$ cat src/rtl/fifo_serial_tx.sv
// fifo_serial_tx: pops 4-bit words from a FIFO and sends each as a UART frame.
// Ports: clk, rst (sync, active-low), tx_en, fifo_empty, fifo_out -> fifo_enable, fifo_rnw, tx, busy, words_sent.
module fifo_serial_tx #(
  parameter int DATA_W       = 4,
  parameter int CLKS_PER_BIT = 4,
  parameter int STOP_BITS    = 1
) (
  input  logic              clk,
  input  logic              rst,
  input  logic              tx_en,
  input  logic              fifo_empty,
  input  logic [DATA_W-1:0] fifo_out,
  output logic              fifo_enable,
  output logic              fifo_rnw,
  output logic              tx,
  output logic              busy,
  output logic [7:0]        words_sent
);

  localparam int CNT_W =
    (CLKS_PER_BIT > 1) ? $clog2(CLKS_PER_BIT) : 1;
  localparam int BIT_MAX =
    (DATA_W > STOP_BITS) ? DATA_W : STOP_BITS;
  localparam int BIT_W =
    (BIT_MAX > 1) ? $clog2(BIT_MAX) : 1;

  localparam logic [CNT_W-1:0] CNT_LAST =
    CNT_W'(CLKS_PER_BIT - 1);
  localparam logic [BIT_W-1:0] DATA_LAST =
    BIT_W'(DATA_W - 1);
  localparam logic [BIT_W-1:0] STOP_LAST =
    BIT_W'(STOP_BITS - 1);

  typedef enum logic [2:0] {
    IDLE,
    REQ,
    LOAD,
    START,
    DATA,
    STOP
  } state_t;

  state_t            state;
  state_t            state_n;
  logic [CNT_W-1:0]  clk_cnt;
  logic [CNT_W-1:0]  clk_cnt_n;
  logic [BIT_W-1:0]  bit_cnt;
  logic [BIT_W-1:0]  bit_cnt_n;
  logic [DATA_W-1:0] shift;
  logic [DATA_W-1:0] shift_n;
  logic [7:0]        words_n;
  logic              fifo_enable_n;
  logic              tx_n;
  logic              busy_n;
  logic              bit_end;
  logic              start_ok;

  // The block only ever reads the FIFO.
  assign fifo_rnw = 1'b0;

  assign bit_end  = (clk_cnt == CNT_LAST);
  assign start_ok = tx_en && !fifo_empty;

  always_comb begin
    state_n   = state;
    clk_cnt_n = clk_cnt;
    bit_cnt_n = bit_cnt;
    shift_n   = shift;
    words_n   = words_sent;
    unique case (state)
      IDLE: begin
        if (start_ok) state_n = REQ;
      end
      REQ: begin
        state_n = LOAD;
      end
      LOAD: begin
        shift_n   = fifo_out;
        clk_cnt_n = '0;
        bit_cnt_n = '0;
        state_n   = START;
      end
      START: begin
        if (bit_end) begin
          clk_cnt_n = '0;
          state_n   = DATA;
        end else begin
          clk_cnt_n = clk_cnt + 1'b1;
        end
      end
      DATA: begin
        if (bit_end) begin
          clk_cnt_n = '0;
          shift_n   = shift >> 1;
          if (bit_cnt == DATA_LAST) begin
            bit_cnt_n = '0;
            state_n   = STOP;
          end else begin
            bit_cnt_n = bit_cnt + 1'b1;
          end
        end else begin
          clk_cnt_n = clk_cnt + 1'b1;
        end
      end
      STOP: begin
        if (bit_end) begin
          clk_cnt_n = '0;
          if (bit_cnt == STOP_LAST) begin
            bit_cnt_n = '0;
            words_n   = words_sent + 8'd1;
            state_n   = start_ok ? REQ : IDLE;
          end else begin
            bit_cnt_n = bit_cnt + 1'b1;
          end
        end else begin
          clk_cnt_n = clk_cnt + 1'b1;
        end
      end
      default: begin
        state_n = IDLE;
      end
    endcase

    // Outputs are decoded from the next state so the
    // registered pins line up with the state register.
    fifo_enable_n = (state_n == REQ);
    busy_n        = (state_n != IDLE);
    unique case (state_n)
      START:   tx_n = 1'b0;
      DATA:    tx_n = shift_n[0];
      default: tx_n = 1'b1;
    endcase
  end

  always_ff @(posedge clk) begin
    if (!rst) begin
      state       <= IDLE;
      clk_cnt     <= '0;
      bit_cnt     <= '0;
      shift       <= '0;
      words_sent  <= 8'd0;
      fifo_enable <= 1'b0;
      tx          <= 1'b1;
      busy        <= 1'b0;
    end else begin
      state       <= state_n;
      clk_cnt     <= clk_cnt_n;
      bit_cnt     <= bit_cnt_n;
      shift       <= shift_n;
      words_sent  <= words_n;
      fifo_enable <= fifo_enable_n;
      tx          <= tx_n;
      busy        <= busy_n;
    end
  end

endmodule

$ cat config.mk
export PLATFORM = sky130hd
export DESIGN_NAME = fifo_serial_tx
export DESIGN_NICKNAME = d
export VERILOG_FILES = /design/src/rtl/fifo_serial_tx.sv
export SDC_FILE = /design/constraint.sdc
export NUM_CORES = 1
export LEC_CHECK = 0
export BUFFER_PORTS_ARGS = -buffer_cell sky130_fd_sc_hd__clkbuf_2
export CAP_MARGIN = 20
export CORE_MARGIN = 2
export CORE_UTILIZATION = 28
export DETAILED_ROUTE_END_ITERATION = 16
export PLACE_DENSITY_LB_ADDON = 0.15
export SYNTH_ARGS = -nofsm -noshare
export SYNTH_HDL_FRONTEND = slang
export SYNTH_SLANG_ARGS = --single-unit
$ cat constraint.sdc
create_clock -name clk -period 2.2 [get_ports clk]
set_clock_uncertainty 0.15 [all_clocks]
set_input_delay 0.11 -clock clk [delete_from_list [all_inputs] [get_ports clk]]
set_output_delay 0.11 -clock clk [all_outputs]
set_load 0.05 [all_outputs]
==> results.json <==
{
  "status": "complete, no violations",
  "post-route-period-util": 0.857,
  "maxClockFrequency_ghz": 0.530,
  "switchingPower_mw": 0.194,
  "drv_slew": 0,
  "post-place-ws_ps": 348,
  "ant_nets": 0,
  "synthArstFlopShare": 0,
  "cts_tree": "yes",
  "grt_max_degree": 13,
  "crit_fanout": 7,
  "syn2layout_area_growth_pct": 19.1,
  "rsz0062_at_grt": "no",
  "synthFlopType": "dfxtp_1",
  "hold_ws_ps": 55.4,
  "maxCapViolCount": 0,
  "rows": 23,
  "multiInputGateArea_um2": 624,
  "grt_pass1_wl_um": 3950,
  "drtPass1Iterations": 4,
  "nets": 166,
  "num_vias": 950,
  "clock_power_share": 0.360,
  "clock_path_buffers": 2,
  "cts_max_level": 1,
  "cts.sinks": 22,
  "min_path_type": "in -> reg",
  "drt_wl_total_um": 2290,
  "fp.dieH_um": 67.5,
  "pwr-share-seq": 0.524,
  "critPathKind": "reg -> reg",
  "initial_core_util": 0.286,
  "viasPerCell": 4.75,
  "finalWorstSetupSlack_ps": 315,
  "ys_ff_latch": 22,
  "final_common_cell": "dfxtp_1",
  "place_area_um2": 1260,
  "hpwl_um": 1840,
  "grt_util_met2": 0.207,
  "grt_use_met1": 0.131,
  "root_buffer": "clkbuf_8",
  "grt_antenna_before_repair": 0,
  "grt-ovfl-total": 0,
  "post-route-min-period_ps": 1890,
  "wl_per_cell_um": 11.5,
  "netlist_instances": 129,
  "syn_area_um2": 1130,
  "clk_latency_ps": 260,
  "hold_violations": 0,
  "syn_avg_cell_area_um2": 8.75,
  "synth_edf_count": 0,
  "synth_cell_types": 44,
  "ys_seq_area_frac": 0.390,
  "end_kind": "flop",
  "final_area_um2": 1340,
  "synth-warning-count": 0,
  "leakagePower_nw": 0.549,
  "syn-num-nets": 144,
  "first_global_vias": 897,
  "irDropWorstVdd_v": 0.000315,
  "die_x_um": 67.5,
  "antenna_cells": 0,
  "first_iter_violations": 28,
  "io_pins": 20,
  "port_buffers": 18,
  "mostFrequentLayoutCells": "dfxtp_1, nor2_1, clkbuf_2",
  "switching_share": 0.242,
  "finalSetupViolCount": 0,
  "core_um2": 3940,
  "die_area_um2": 4550,
  "busiest_layer": "met2",
  "setup_tns_ps": 0,
  "p_int_mw": 0.606,
  "clkTransAtPathRegs_ps": 80,
  "cellPowerDensity_nw_per_um2": 595,
  "cts_made_buffers": 3,
  "place_congestion": 0.722,
  "regArea_um2": 440,
  "power_frac_comb": 0.116,
  "fill_cells": 414,
  "critPathArrivalTime_ps": 1920,
  "worst_setup_path_start_kind": "flop",
  "r2r_setup_slack_ps": 310,
  "gr-usage-met3": 0.0417,
  "drc_errors": 0,
  "final_layout_size_suffix_gt1_frac": 0.187,
  "grt_use_total": 0.118,
  "crit_required_ps": 2240
}
==> cell usage after synthesis (2+ instances only) <==
library cell  count  area [µm²]
and2_1            3        18.8
dfxtp_1          22         440
inv_1             4        15.0
a21oi_1           9        45.0
nor2_1           19        71.3
xor2_1            2        17.5
nor3b_1           2        15.0
mux2i_1           2        20.0
nor4_1            3        18.8
a22oi_1           2        15.0
nand2_1           8        30.0
and3_1            2        12.5
nand2b_1          2        12.5
a32o_1            2        20.0
buf_2             3        15.0
ha_1              7        87.6
xnor2_1           4        35.0
nand3_1           4        20.0
buf_4             2        15.0
a32oi_1           2        17.5
nand4_1           2        12.5
==> state kept, by name (all words and copies together), names as in the netlist <==
name / cells
words_sent: 8
busy: 1
clk_cnt: 2
shift: 4
fifo_enable: 1
tx: 1
state: 3
bit_cnt: 2
==> final cells by class <==
cell class,instances,area share
timing repair buffer,24,0.106
tap,50,0.0466
inverter,5,0.0140
multi-input combinational,95,0.465
clock buffer,4,0.0410
sequential,22,0.328
==> power groups by stage <==
stage,Combinational (mW),Clock (mW),Sequential (mW)
finish,0.0924,0.288,0.419
global route,0.102,0.322,0.421
CTS,0.0940,0.310,0.419
detailed placement,0.0894,0,0.429
global placement,0.0883,0,0.429
floorplan,0.0570,0,0.439
==> metal layers <==
layer	vias to the layer above	routed length [µm]
met2	16	1090
met4	0	17
met5	-	0
met3	2	91
met1	433	1100
li1	499	-
==> cell families after synthesis <==
group / share of synthesized area
AOI/OAI and AO/OA: 0.150
xor gates and xnor gates: 0.0466
adders and majority gates: 0.0776
buffers and inverters: 0.0565
DFF: 0.390
muxes: 0.0277
other: 0.00332
and+or+nand+nor: 0.248
==> per-stage QoR <==
stage / cells / power, mW / utilization
6_report: 200 / 0.800 / 0.341
5_1_grt: 200 / 0.845 / 0.341
4_1_cts: 200 / 0.823 / 0.341
3_5_place_dp: 193 / 0.518 / 0.319
3_3_place_gp: 193 / 0.517 / 0.319
2_1_floorplan: 129 / 0.496 / -
==> critical path, stage by stage (launching register included) <==
cell,delay [ps]
dfxtp_1,380
ha_1,280
and3_1,270
nand2_2,80
or4_1,500
a21oi_1,150
==> final timing paths <==
path	startpoint	to	depth (start not counted)
worst min register to register	shift[2]	shift[2]	2
worst min-delay path	fifo_out[0]	shift[0]	4
worst max register to register	clk_cnt[0]	words_sent[7]	5
worst max-delay path	clk_cnt[0]	words_sent[7]	5
==> repair_timing <==
item	CTS	global route
hold buffers	3	0
endpoints found under the setup margin	0	0
setup buffers	0	0
gates resized for setup	0	0
endpoints found under the hold margin	5	0
Power figures use the tool's default switching activity.
